### src/rtl/ahb_arbiter_rr_if.sv
// Bus bundle between the AHB master ports, the arbiter/mux and the slave path.
// The slave modport is the arbiter's view; the master modport is the environment's view.
interface ahb_arbiter_rr_if #(
  parameter int N_MASTERS = 4,
  parameter int ADDR_W    = 32,
  parameter int DATA_W    = 32
);
  localparam int MW = $clog2(N_MASTERS);

  logic [N_MASTERS-1:0]        m_busreq;
  logic [N_MASTERS-1:0]        m_hlock;
  logic [2*N_MASTERS-1:0]      m_htrans;
  logic [3*N_MASTERS-1:0]      m_hburst;
  logic [3*N_MASTERS-1:0]      m_hsize;
  logic [N_MASTERS-1:0]        m_hwrite;
  logic [ADDR_W*N_MASTERS-1:0] m_haddr;
  logic [DATA_W*N_MASTERS-1:0] m_hwdata;
  logic                        hready;
  logic [1:0]                  hresp;

  logic [N_MASTERS-1:0]        hgrant;
  logic [MW-1:0]               hmaster;
  logic                        hmastlock;
  logic [ADDR_W-1:0]           s_haddr;
  logic [1:0]                  s_htrans;
  logic [2:0]                  s_hburst;
  logic [2:0]                  s_hsize;
  logic                        s_hwrite;
  logic [DATA_W-1:0]           s_hwdata;

  modport slave (
    input  m_busreq, m_hlock, m_htrans, m_hburst, m_hsize, m_hwrite,
           m_haddr, m_hwdata, hready, hresp,
    output hgrant, hmaster, hmastlock, s_haddr, s_htrans, s_hburst,
           s_hsize, s_hwrite, s_hwdata
  );

  modport master (
    output m_busreq, m_hlock, m_htrans, m_hburst, m_hsize, m_hwrite,
           m_haddr, m_hwdata, hready, hresp,
    input  hgrant, hmaster, hmastlock, s_haddr, s_htrans, s_hburst,
           s_hsize, s_hwrite, s_hwdata
  );
endinterface

### src/rtl/ahb_arbiter_rr.sv
// AHB arbiter for N masters (fixed-priority or round-robin) with the master-side
// address/control mux driven by hmaster and the write-data mux driven by the data-phase owner.
module ahb_arbiter_rr #(
  parameter int N_MASTERS      = 4,
  parameter int ADDR_W         = 32,
  parameter int DATA_W         = 32,
  parameter int DEFAULT_MASTER = 0,
  parameter int ARB_MODE       = 1
) (
  input  logic            hclk,
  input  logic            hreset,
  ahb_arbiter_rr_if.slave bus
);
  localparam int MW = $clog2(N_MASTERS);
  localparam logic [N_MASTERS-1:0] DEF_GRANT = N_MASTERS'(1) << DEFAULT_MASTER;
  localparam logic [MW-1:0]        DEF_IDX   = MW'(DEFAULT_MASTER);

  typedef enum logic [1:0] {
    TR_IDLE   = 2'b00,
    TR_BUSY   = 2'b01,
    TR_NONSEQ = 2'b10,
    TR_SEQ    = 2'b11
  } htrans_e;

  typedef enum logic [2:0] {
    BU_SINGLE = 3'd0,
    BU_INCR   = 3'd1,
    BU_WRAP4  = 3'd2,
    BU_INCR4  = 3'd3,
    BU_WRAP8  = 3'd4,
    BU_INCR8  = 3'd5,
    BU_WRAP16 = 3'd6,
    BU_INCR16 = 3'd7
  } hburst_e;

  logic [N_MASTERS-1:0] hgrant_q;
  logic [MW-1:0]        hmaster_q;
  logic [MW-1:0]        owner_q;
  logic                 hmastlock_q;
  logic [4:0]           burst_left_q;
  logic [MW-1:0]        rr_ptr_q;

  logic [MW-1:0]        grant_idx;
  logic [4:0]           burst_next;
  logic                 arb_ok;
  logic [MW-1:0]        winner;
  logic                 found;
  logic [N_MASTERS-1:0] grant_nxt;

  logic [ADDR_W-1:0]    s_haddr;
  logic [1:0]           s_htrans;
  logic [2:0]           s_hburst;
  logic [2:0]           s_hsize;
  logic                 s_hwrite;
  logic [DATA_W-1:0]    s_hwdata;

  function automatic logic [4:0] beats_m1(input logic [2:0] hb);
    case (hburst_e'(hb))
      BU_INCR4,  BU_WRAP4:  beats_m1 = 5'd3;
      BU_INCR8,  BU_WRAP8:  beats_m1 = 5'd7;
      BU_INCR16, BU_WRAP16: beats_m1 = 5'd15;
      default:              beats_m1 = 5'd0;
    endcase
  endfunction

  always_comb begin
    grant_idx = '0;
    for (int unsigned i = 0; i < N_MASTERS; i++) begin
      if (hgrant_q[MW'(i)]) grant_idx = MW'(i);
    end
  end

  always_comb begin
    s_haddr  = '0;
    s_htrans = '0;
    s_hburst = '0;
    s_hsize  = '0;
    s_hwrite = 1'b0;
    s_hwdata = '0;
    for (int unsigned i = 0; i < N_MASTERS; i++) begin
      if (hmaster_q == MW'(i)) begin
        s_haddr  = bus.m_haddr[i*ADDR_W +: ADDR_W];
        s_htrans = bus.m_htrans[i*2 +: 2];
        s_hburst = bus.m_hburst[i*3 +: 3];
        s_hsize  = bus.m_hsize[i*3 +: 3];
        s_hwrite = bus.m_hwrite[MW'(i)];
      end
      if (owner_q == MW'(i)) s_hwdata = bus.m_hwdata[i*DATA_W +: DATA_W];
    end
  end

  // Remaining beats after this edge; an error response terminates the burst whatever the transfer type.
  always_comb begin
    burst_next = burst_left_q;
    case (htrans_e'(s_htrans))
      TR_NONSEQ: burst_next = beats_m1(s_hburst);
      TR_SEQ:    burst_next = (burst_left_q == 5'd0) ? 5'd0 : burst_left_q - 5'd1;
      TR_BUSY:   burst_next = burst_left_q;
      default:   burst_next = 5'd0;
    endcase
    if (bus.hresp != 2'b00) burst_next = 5'd0;
  end

  // Re-arbitrate while the last beat's address is on the bus so the new owner follows without a gap.
  assign arb_ok = (burst_next <= 5'd1) && !bus.m_hlock[grant_idx];

  always_comb begin
    logic [MW-1:0] cand;
    int unsigned   pos;
    winner = DEF_IDX;
    found  = 1'b0;
    cand   = '0;
    pos    = 0;
    if (ARB_MODE == 0) begin
      for (int unsigned i = 0; i < N_MASTERS; i++) begin
        if (!found && bus.m_busreq[MW'(i)]) begin
          winner = MW'(i);
          found  = 1'b1;
        end
      end
    end else begin
      // Search starts just after the last winner and ends on it, so a sole requester keeps the bus.
      for (int unsigned k = 1; k <= N_MASTERS; k++) begin
        pos  = (32'(rr_ptr_q) + k) % N_MASTERS;
        cand = MW'(pos);
        if (!found && bus.m_busreq[cand]) begin
          winner = cand;
          found  = 1'b1;
        end
      end
    end
  end

  always_comb begin
    grant_nxt         = '0;
    grant_nxt[winner] = 1'b1;
  end

  always_ff @(posedge hclk or negedge hreset) begin
    if (!hreset) begin
      hgrant_q     <= DEF_GRANT;
      hmaster_q    <= DEF_IDX;
      owner_q      <= DEF_IDX;
      hmastlock_q  <= 1'b0;
      burst_left_q <= '0;
      rr_ptr_q     <= DEF_IDX;
    end else if (bus.hready) begin
      hmaster_q    <= grant_idx;
      owner_q      <= hmaster_q;
      hmastlock_q  <= bus.m_hlock[grant_idx];
      burst_left_q <= burst_next;
      if (arb_ok) begin
        hgrant_q <= grant_nxt;
        if (found && (winner != grant_idx)) rr_ptr_q <= winner;
      end
    end
  end

  assign bus.hgrant    = hgrant_q;
  assign bus.hmaster   = hmaster_q;
  assign bus.hmastlock = hmastlock_q;
  assign bus.s_haddr   = s_haddr;
  assign bus.s_htrans  = s_htrans;
  assign bus.s_hburst  = s_hburst;
  assign bus.s_hsize   = s_hsize;
  assign bus.s_hwrite  = s_hwrite;
  assign bus.s_hwdata  = s_hwdata;
endmodule

### src/flat_wrapper.sv
// flat-port wrapper written by rule: the top's interface ports become plain ports
module ahb_arbiter_rr_flat 
#(
  parameter int N_MASTERS      = 4,
  parameter int ADDR_W         = 32,
  parameter int DATA_W         = 32,
  parameter int DEFAULT_MASTER = 0,
  parameter int ARB_MODE       = 1
)
  (hclk, hreset, bus_m_busreq, bus_m_hlock, bus_m_htrans, bus_m_hburst, bus_m_hsize, bus_m_hwrite, bus_m_haddr, bus_m_hwdata, bus_hready, bus_hresp, bus_hgrant, bus_hmaster, bus_hmastlock, bus_s_haddr, bus_s_htrans, bus_s_hburst, bus_s_hsize, bus_s_hwrite, bus_s_hwdata);
  ahb_arbiter_rr_if #(.N_MASTERS(N_MASTERS), .ADDR_W(ADDR_W), .DATA_W(DATA_W)) bus_i ();
  input  logic hclk;
  input  logic hreset;
  input wire logic [$bits(bus_i.m_busreq)-1:0] bus_m_busreq;
  input wire logic [$bits(bus_i.m_hlock)-1:0] bus_m_hlock;
  input wire logic [$bits(bus_i.m_htrans)-1:0] bus_m_htrans;
  input wire logic [$bits(bus_i.m_hburst)-1:0] bus_m_hburst;
  input wire logic [$bits(bus_i.m_hsize)-1:0] bus_m_hsize;
  input wire logic [$bits(bus_i.m_hwrite)-1:0] bus_m_hwrite;
  input wire logic [$bits(bus_i.m_haddr)-1:0] bus_m_haddr;
  input wire logic [$bits(bus_i.m_hwdata)-1:0] bus_m_hwdata;
  input wire logic [$bits(bus_i.hready)-1:0] bus_hready;
  input wire logic [$bits(bus_i.hresp)-1:0] bus_hresp;
  output wire logic [$bits(bus_i.hgrant)-1:0] bus_hgrant;
  output wire logic [$bits(bus_i.hmaster)-1:0] bus_hmaster;
  output wire logic [$bits(bus_i.hmastlock)-1:0] bus_hmastlock;
  output wire logic [$bits(bus_i.s_haddr)-1:0] bus_s_haddr;
  output wire logic [$bits(bus_i.s_htrans)-1:0] bus_s_htrans;
  output wire logic [$bits(bus_i.s_hburst)-1:0] bus_s_hburst;
  output wire logic [$bits(bus_i.s_hsize)-1:0] bus_s_hsize;
  output wire logic [$bits(bus_i.s_hwrite)-1:0] bus_s_hwrite;
  output wire logic [$bits(bus_i.s_hwdata)-1:0] bus_s_hwdata;
  assign bus_i.m_busreq = bus_m_busreq;
  assign bus_i.m_hlock = bus_m_hlock;
  assign bus_i.m_htrans = bus_m_htrans;
  assign bus_i.m_hburst = bus_m_hburst;
  assign bus_i.m_hsize = bus_m_hsize;
  assign bus_i.m_hwrite = bus_m_hwrite;
  assign bus_i.m_haddr = bus_m_haddr;
  assign bus_i.m_hwdata = bus_m_hwdata;
  assign bus_i.hready = bus_hready;
  assign bus_i.hresp = bus_hresp;
  assign bus_hgrant = bus_i.hgrant;
  assign bus_hmaster = bus_i.hmaster;
  assign bus_hmastlock = bus_i.hmastlock;
  assign bus_s_haddr = bus_i.s_haddr;
  assign bus_s_htrans = bus_i.s_htrans;
  assign bus_s_hburst = bus_i.s_hburst;
  assign bus_s_hsize = bus_i.s_hsize;
  assign bus_s_hwrite = bus_i.s_hwrite;
  assign bus_s_hwdata = bus_i.s_hwdata;
  ahb_arbiter_rr #(.N_MASTERS(N_MASTERS), .ADDR_W(ADDR_W), .DATA_W(DATA_W), .DEFAULT_MASTER(DEFAULT_MASTER), .ARB_MODE(ARB_MODE)) u_core (.hclk(hclk), .hreset(hreset), .bus(bus_i));
endmodule
### config.mk
export PLATFORM = sky130hd
export DESIGN_NAME = ahb_arbiter_rr_flat
export DESIGN_NICKNAME = d
export VERILOG_FILES = /design/src/rtl/ahb_arbiter_rr_if.sv /design/src/rtl/ahb_arbiter_rr.sv /design/src/flat_wrapper.sv
export SDC_FILE = /design/constraint.sdc
export NUM_CORES = 1
export LEC_CHECK = 0
export CAP_MARGIN = 20
export CORE_AREA = 2 2 151 153
export CTS_CLUSTER_SIZE = 20
export DETAILED_ROUTE_END_ITERATION = 16
export DIE_AREA = 0 0 153 155
export PLACE_DENSITY_LB_ADDON = 0.25
export SYNTH_ARGS = -nofsm -noshare
export SYNTH_HDL_FRONTEND = slang
export SYNTH_SLANG_ARGS = --single-unit
### constraint.sdc
create_clock -name hclk -period 2.37 [get_ports hclk]
set_input_delay 0.3555 -clock hclk [delete_from_list [all_inputs] [get_ports hclk]]
set_output_delay 0.3555 -clock hclk [all_outputs]
set_load 0.01 [all_outputs]
-- Word-level counts from Yosys, hierarchy flattened
Cells that the tools add are included.
- bits in writable memories: 0
- latch bits: 0
- input port bits: 305
- bits in read-only memories: 0
- memories: 0
- output and inout bits: 80
- flip-flop bits (word level): 16
- $lt $le $gt $ge: 8
- add/sub/neg operators: 5
- reduce and logical (&&, ||, !) cells: 19
- equal/unequal tests: 16
- $mul: 0
- div/mod/pow operators: 0
- mux-type cells: 51
- bitwise logic cells: 0
- shift operators: 0
- operator list (operator ; number):
    $mux W32 ; 8
    $mux W3 ; 8
    $mux W2 ; 10
    $lt A2 B3 Y1 const B ; 6
    $mux W1 ; 15
    $pmux W5 S3 ; 1
    $eq A2 B2 Y1 const B ; 6
    $eq A3 B3 Y1 const B ; 4
    $pmux W4 S3 ; 1
    $bmux W1 S2 ; 5
    $mux W5 ; 2
    $eq A2 B1 Y1 const B ; 3
    $eq A3 B2 Y1 const B ; 2
    $logic_and A1 B1 Y1 ; 6
    $reduce_or A2 Y1 ; 3
    $le A5 B1 Y1 const B ; 1
    $logic_not A5 Y1 ; 1
    $sub A5 B1 Y5 const B ; 1
    $add A2 B1 Y2 const B ; 2
    $add A2 B2 Y2 const B ; 2
    $logic_not A1 Y1 ; 4
    $logic_not A2 Y1 ; 2
    $reduce_and A3 Y1 ; 1
    $demux W1 S2 ; 1
    4 further kinds ; 4

-- Depth between registers and ports, before layout
Gate-level depths: netlist (run 1).
- depth after elaboration: 17
- depth in mapped cells: 9

-- Worst setup path after synthesis (run 1)
No wires, ideal clock.
- kind: register to register
- start: reg u_core.hmaster_q[0], in the netlist u_core.bus.hmaster[0]
- end: reg u_core.rr_ptr_q[1]
- cell stages (with the launch flop): 9
- required time: 2242 ps
- path slack: -97 ps
- path buffers: 1
- arrival time: 2340 ps
- cells stage by stage: dfrtp_1 buf_6 mux4_2 nand2_1 mux2_1 a21oi_1 nor2_1 nor4_4 mux2_1
- word-level cells in the longest chain between the ends: 13
- ends and longest elaborated chain (element ; line ; text):
    start: declaration ; ahb_arbiter_rr.sv:37 ; logic [MW-1:0] hmaster_q;
    start signal: assignment ; ahb_arbiter_rr.sv:148 ; hmaster_q <= grant_idx;
    $logic_not A2 Y1 ; ahb_arbiter_rr.sv:81 ; if (hmaster_q == MW'(i)) begin
    $mux W3 (4 in a row) ; ahb_arbiter_rr.sv:81 ;
    $eq A3 B3 Y1 or $eq A3 B2 Y1 (tied branches) ; ahb_arbiter_rr.sv:58 ; case (hburst_e'(hb))
    $reduce_or A2 Y1 ; ahb_arbiter_rr.sv:58 ;
    $pmux W4 S3 ; ahb_arbiter_rr.sv:58 ;
    $pmux W5 S3 * ; ahb_arbiter_rr.sv:95 ; case (htrans_e'(s_htrans))
    $mux W5 * ; ahb_arbiter_rr.sv:101 ; if (bus.hresp != 2'b00) burst_next = 5'd0;
    $le A5 B1 Y1 * ; ahb_arbiter_rr.sv:105 ; assign arb_ok = (burst_next <= 5'd1) && !bus.m_hlock[grant_idx];
    $logic_and A1 B1 Y1 * ; ahb_arbiter_rr.sv:105 ;
    $reduce_and A3 Y1 (no line) * ; n/a ;
    end signal: assignment ; ahb_arbiter_rr.sv:154 ; if (found && (winner != grant_idx)) rr_ptr_q <= winner;
    end: declaration ; ahb_arbiter_rr.sv:41 ; logic [MW-1:0] rr_ptr_q;
Mark *: on every way between the ends. The rest lies on a longest branch, timed or not.
A chain may end at the register's enable or synchronous reset.

-- Final worst setup path (run 1)
- start: reg u_core.hmaster_q[0], in the netlist u_core.bus.hmaster[0]
- end: reg u_core.rr_ptr_q[0]
Same word-level chain as after synthesis.

==> out/metrics.csv, run 1 <==
metric,value,unit
routed-via-count,3841,
clk_pin_slew_worst_paths,0.05,ns
result_of_the_run,"finished, violations left",
timing.hold.worst_endpoint,u_core.bus.hmastlock,
ant_nets,0,
gp_congestion,0.8440,
setup-tns-final,-0.2161,ns
io-pin-count,385,
use_met3,3.064,%
fin_ws,-0.1043,ns
timing.final.max_slew_violations,0,
die_w,153,um
power_density,854.9,mW/mm2
numPortBuffers,384,
wire_length_of_the_first_global_routing_pass,23890,um
area_growth,174.0,%
synthesis.instances,201,
max-slew-margin-rel,50.79,%
initial_antenna_violation_count,0,
numCtsBuffers,3,
die-area,0.02372,mm2
routed_via_density,4.193,
seq_power_share,7.7,%
route.detailed.wl_per_inst,17.86,um
synth.yosys.warnings,0,
clk-insertion-delay-late,0.24,ns
synth_area,0.002760,mm2
gr-usage-met2,25.69,%
hold_viol,0,
worst_ep_arrival_time,2.60,ns
hpwlAfterDp,13990,um
critical_path.endpoint_type,flip-flop,
r2r-end,u_core.rr_ptr_q[0],
tritoncts,yes,
average_cell_area_after_synthesis,13.73,um2
post_synth_main_area_contributors,"sky130_fd_sc_hd__mux4_2, sky130_fd_sc_hd__dfrtp_1, sky130_fd_sc_hd__mux2_1",
nFillCells,2226,
violations,negative setup slack,
p_leak,2.886,nW
post_route_cells_drive_above_1_share,28.21,%
totalWireLength,16360,um
synthDominantAreaCellType,sky130_fd_sc_hd__mux4_2,
root_buffer,sky130_fd_sc_hd__clkbuf_16,
worst-r2r-setup-slack,-0.10,ns
critical_path_required,2.50,ns
cts.path.max_buffers,2,
num-nets-final,938,
power.switching_fraction,36.91,%
grt_max_degree,36,
startpoint_of_the_most_critical_register_to_register_path,u_core.bus.hmaster[0],
antennaDiodeCount,0,
cp_max_fo,4,
globalRouteTotalUtil,12.61,%
grt_busiest_layer,met2,
synth_top_area_share,59.56,%
layout_common_cells,"sky130_fd_sc_hd__clkdlybuf4s50_1, sky130_fd_sc_hd__mux4_2, sky130_fd_sc_hd__buf_4, sky130_fd_sc_hd__dlygate4sd2_1, sky130_fd_sc_hd__nor2_1",
grt_pass1_vias,4276,
synth-seq-area-share,14.55,%
worstHoldPathType,reg -> reg,
reported_max_cap_violation_count,0,
internal_power,4.079,mW
clock-sinks,16,
hp-start,u_core.bus.hmastlock,
placement.setup.worst_slack,-0.3370,ns
final_min_period_over_clock_period,104.4,%
most_common_cell_after_layout_fill_and_taps_aside,sky130_fd_sc_hd__clkdlybuf4s50_1,
endpoints_failing_setup,3,
timing.reg2reg.worst_path_depth,8,
syn-num-nets,507,
synthFlopType,sky130_fd_sc_hd__dfrtp_1,
fp-row-count,55,
hold_depth,1,
fin_worst_skew,0.002610,ns
detail_route.iter0.violations,94,
number_of_levels_the_h_tree_was_split_into,1,
synth-async-reset-ratio,100.0,%
synth-seq-cells,16,
edff_count_synth,0,
drt_first_pass_iters,4,
synth_cell_type_count,43,
grt_setup_unrepaired,yes,
clock_power_share,5.1,%
design.core.area,0.02223,mm2
comb_power_share,87.1,%
cp-start-kind,flip-flop,
worst-setup-path-type,reg -> reg,
layout.cells.non_filler,916,
drc,0,
power.switching,2.386,mW
worst_pin_slew,0.7359,ns
layout_min_cycle_time,2.474,ns
globalRouteOverflowTotal,0,
fmaxAchievable,0.4042,GHz
initial_core_util,12.42,%
vdd_ir_drop_max,0.0003259,V
die_h,155,um
numPlacedInstances,893,
grtUsageMet1,13.59,%
-- per-layer routing --
layer / up-vias / wire (um)
li1: 1737 / -
met1: 1870 / 5861
met2: 228 / 9079
met3: 6 / 1367
met4: 0 / 47
met5: - / 0
-- logic make-up after synthesis --
group	after synthesis	synth area share (%)
and+or+nand+nor	38	7.117
buffers and inverters	27	4.397
muxes	86	64.87
DFF	16	14.55
AOI/OAI and AO/OA	33	8.614
adders and majority gates	1	0.4532
-- registers in the layout (all words and copies together), names as in the netlist --
name	count
u_core.burst_left_q	5
u_core.bus.hgrant	4
u_core.bus.hmaster	2
u_core.owner_q	2
u_core.rr_ptr_q	2
u_core.bus.hmastlock	1
-- repair_timing --
| action | 4_1_cts | 5_1_grt |
|---|---|---|
| gates cloned | 0 | 3 |
| endpoints found under the setup margin | 40 | 26 |
| gates resized for setup | 88 | 17 |
| pin swaps | 6 | 2 |
| buffers inserted | 13 | 4 |
| hold buffers | 0 | 0 |
-- power by group through the flow --
stage	clock, mW	sequential (mW)	combinational [mW]
2_1_floorplan	0	0.470	2.63
3_3_place_gp	0	0.511	5.34
3_5_place_dp	0	0.507	5.39
4_1_cts	0.341	0.487	5.51
5_1_grt	0.362	0.517	5.99
6_report	0.332	0.499	5.63
-- Yosys cell counts, drive strengths merged (2+ instances only) --
library cell  instances
a21oi                11
a22oi                 2
a31oi                 3
and3                  3
buf                  10
clkbuf               11
dfrtp                15
inv                   5
mux2                 10
mux2i                 3
mux4                 73
nand2                 7
nand2b                2
nor2                 15
nor2b                 2
nor3                  4
o21a                  3
o21ai                 5
o22ai                 3
-- critical path: stages, from the launching register on --
cell and delay (ns):
sky130_fd_sc_hd__dfrtp_2 0.36, sky130_fd_sc_hd__buf_6 0.12, sky130_fd_sc_hd__mux4_2 0.56, sky130_fd_sc_hd__nand2_2 0.09
sky130_fd_sc_hd__mux2_4 0.31, sky130_fd_sc_hd__a21oi_4 0.15, sky130_fd_sc_hd__nor2_2 0.07, sky130_fd_sc_hd__nor4_4 0.36
sky130_fd_sc_hd__mux2_4 0.33
-- worst max path at each step --
stage | from | end | slack, ns | depth (start not counted)
6_report | u_core.bus.hmaster[0] | u_core.rr_ptr_q[0] | -0.10 | 8
2_1_floorplan | u_core.bus.hmaster[0] | u_core.rr_ptr_q[1] | -0.004 | 7
5_1_grt | u_core.bus.hmaster[0] | u_core.rr_ptr_q[1] | -0.18 | 8
4_1_cts | u_core.bus.hmaster[0] | u_core.rr_ptr_q[1] | -0.06 | 8
3_5_place_dp | bus_m_htrans[7] | u_core.rr_ptr_q[1] | -0.34 | 7
3_3_place_gp | bus_m_htrans[7] | u_core.rr_ptr_q[1] | -0.30 | 8
-- metrics by stage --
stage	hold slack (ns)	instance area (um2)	utilization (%)	total power, mW
2_1_floorplan	0.05991	2775	-	3.096
3_3_place_gp	0.4640	7257	32.65	5.852
3_5_place_dp	0.4851	7257	32.65	5.893
4_1_cts	0.4967	7442	33.48	6.337
5_1_grt	0.5222	7564	34.03	6.872
6_report	0.4962	7564	34.03	6.466
-- final cells by class --
cell class	instances	area, um2	share of cell area [%]
Multi-Input combinational cell	158	2298	30.39
Tap cell	285	356.6	4.715
Sequential cell	16	405.4	5.360
Timing Repair Buffer	447	4402	58.20
Inverter	6	22.52	0.2978
Clock buffer	4	78.83	1.042
Note: power is estimated with default switching activity, not from simulation.
==> run 2, diff against run 1 <==
- CELL_PAD_IN_SITES_DETAIL_PLACEMENT: unset -> 2
- CELL_PAD_IN_SITES_GLOBAL_PLACEMENT: unset -> 2
- CORE_AREA: 2 2 151 153 -> 2 2 123 215
- DIE_AREA: 0 0 153 155 -> 0 0 125 217
==> run 2 against run 1 <==
- the run still ends with negative setup slack left
- power fell by 1.4%
- register-to-register slack lost 0.06 ns
- via count rose by 2.1%
- sequential power rose by 7.0%
- die area is 14% higher
- routed wire length increased by 20%
- critical path depth unchanged
- largest cell class unchanged
==> out/metrics.csv, run 2 (synthesized netlist as in run 1, its figures left out) <==
metric,value,unit,change
endpoints_failing_setup,6,,+3
fp-row-count,78,,+42%
numPlacedInstances,929,,+4.0%
die_w,125,um,-18%
reported_max_cap_violation_count,0,,unchanged
fin_worst_skew,0.002161,ns,-0.0004495 ns
critical_path.max_stage_delay,0.60,ns,+0.04 ns
critical_path.n_buffers_inverters,1,,unchanged
root_buffer,sky130_fd_sc_hd__clkbuf_16,,
largest_register_ffs,5,,unchanged
critical_path_required,2.50,ns,about the same
final_min_period_over_clock_period,106.7,%,+2.3 points
finalCoreUtilization,29.61,%,-4.4 points
wire_length_of_the_first_global_routing_pass,28880,um,+21%
layout_min_cycle_time,2.530,ns,+0.05522 ns
p_leak,2.908,nW,+0.77%
die_h,217,um,+40%
drc,0,,unchanged
clk-insertion-delay-late,0.25,ns,about the same
io-pin-count,385,,unchanged
violations,negative setup slack,,
hold_viol,0,,unchanged
worst_pin_slew,0.4157,ns,-0.3201 ns
antennaDiodeCount,0,,unchanged
multi_input_comb_area,0.002305,mm2,+0.27%
num-nets-final,931,,-0.75%
clk_pin_slew_worst_paths,0.05,ns,about the same
cts.path.max_buffers,2,,unchanged
power_density,842.3,mW/mm2,-1.5%
timing.final.max_slew_violations,0,,unchanged
initial_antenna_violation_count,0,,unchanged
vdd_ir_drop_max,0.0003424,V,+5.1%
grt_pass1_vias,4782,,+12%
critical_path.endpoint_type,flip-flop,,
number_of_levels_the_h_tree_was_split_into,1,,unchanged
registers.top_by_ff_count,u_core.burst_left_q,,
seq_power_share,8.4,%,+0.7 points
internal_power,3.913,mW,-4.1%
comb_power_share,85.7,%,-1.4 points
grt_setup_unrepaired,yes,,
cp-start-kind,flip-flop,,
globalRouteTotalUtil,13.74,%,+1.1 points
numCtsBuffers,3,,unchanged
register_area,407.9,um2,+0.62%
fin_ws,-0.1595,ns,-0.05522 ns
clock_power_share,5.9,%,+0.8 points
detail_route.iter0.violations,70,,-26%
max-slew-margin-rel,71.98,%,+21 points
totalWireLength,19550,um,+20%
initial_core_util,10.79,%,-1.6 points
power.switching_fraction,38.64,%,+1.7 points
area_growth,174.3,%,about the same
design.core.area,0.02557,mm2,+15%
fmaxAchievable,0.3953,GHz,-2.2%
power.switching,2.464,mW,+3.3%
grt_max_degree,33,,-8.3%
cts_hold_repair.buffers,0,,unchanged
total_power,6.377,mW,-1.4%
tritoncts,yes,,
cp_max_fo,6,,+2
most_common_cell_after_layout_fill_and_taps_aside,sky130_fd_sc_hd__clkdlybuf4s50_1,,
hpwlAfterDp,17190,um,+23%
layout.cells.non_filler,944,,+3.1%
slowest_stage,sky130_fd_sc_hd__mux4_2,,
post_route_cells_drive_above_1_share,26.28,%,-1.9 points
worstHoldPathType,in -> async,,
numPortBuffers,384,,unchanged
globalRouteOverflowTotal,0,,unchanged
dominant_delay_contributor_by_cell_family_on_the_critical_path,multiplexers,,
drt_first_pass_iters,4,,unchanged
layout_common_cells,"sky130_fd_sc_hd__clkdlybuf4s50_1, sky130_fd_sc_hd__mux4_2, sky130_fd_sc_hd__dlygate4sd2_1, sky130_fd_sc_hd__buf_4, sky130_fd_sc_hd__nor2_1",,
worstPathCellList,buf_12 > mux4_2 > nand2_2 > mux2_4 > a21oi_4 > nor2_2 > nor4_4 > mux2_4,,
routed-via-count,3920,,+2.1%
route.detailed.wl_per_inst,20.71,um,+16%
most_repeated_library_cell_on_the_critical_path,sky130_fd_sc_hd__mux2_4,,
routed_via_density,4.153,,-0.97%
die-area,0.02713,mm2,+14%
worst_ep_arrival_time,2.66,ns,+0.06 ns
worst-setup-path-type,reg -> reg,,
gp_congestion,0.8649,,+2.5%
clock-sinks,16,,unchanged
ant_nets,0,,unchanged
nFillCells,2848,,+28%
result_of_the_run,"finished, violations left",,
[run 2: power groups by stage]
| stage | Clock [mW] | Combinational, mW | Sequential [mW] |
|---|---|---|---|
| floorplan | 0 | 2.63 | 0.470 |
| global placement | 0 | 5.35 | 0.550 |
| detailed placement | 0 | 5.47 | 0.563 |
| CTS | 0.390 | 5.56 | 0.553 |
| global route | 0.398 | 5.87 | 0.559 |
| finish | 0.375 | 5.47 | 0.534 |
[run 2: timing repair]
item,in CTS,in global routing
gates resized for setup,67,15
endpoints found under the hold margin,0,0
gates cloned,2,0
buffers inserted,6,3
pin swaps,5,1
setup endpoints to repair,72,23
[run 2: per-layer routing]
layer  wire length [um]  vias to the layer above  track usage [%]
met2              10960                      273            27.52
li1                   -                     1721                -
met1               6196                     1903            13.22
met4                506                        0            3.185
met5                  0                        -                0
met3               1889                       23            4.695
[run 2: metrics by stage]
| step | area [um2] | setup TNS, ns | hold WS, ns | setup slack, ns |
|---|---|---|---|---|
| 2_1_floorplan | 2775 | -0.009102 | 0.05991 | -0.004272 |
| 3_3_place_gp | 7308 | -2.009 | 0.4664 | -0.3328 |
| 3_5_place_dp | 7308 | -2.446 | 0.4759 | -0.4234 |
| 4_1_cts | 7528 | -0.8857 | 0.4628 | -0.1748 |
| 5_1_grt | 7571 | -1.377 | 0.4800 | -0.2582 |
| 6_report | 7571 | -0.5908 | 0.4559 | -0.1595 |
[run 2: final cells by class]
type	instances	area share, %
multi-input cells	158	30.44
flip-flops and latches	16	5.388
clock buffers	4	1.173
inverters	6	0.3305
well taps	320	5.288
repair buffers	440	57.38
[run 2: path summary, 6_finish.rpt]
path	from	end	slack [ns]	cells past startpoint
min in group hclk	u_core.bus.hmastlock	u_core.bus.hmastlock	0.48	1
min	hreset	u_core.burst_left_q[0]	0.46	2
max reg2reg	u_core.bus.hmaster[0]	u_core.rr_ptr_q[1]	-0.16	8
max	u_core.bus.hmaster[0]	u_core.rr_ptr_q[1]	-0.16	8
max in group asynchronous	hreset	u_core.bus.hgrant[0]	1.65	2
min reg2reg	u_core.bus.hmastlock	u_core.bus.hmastlock	0.48	1
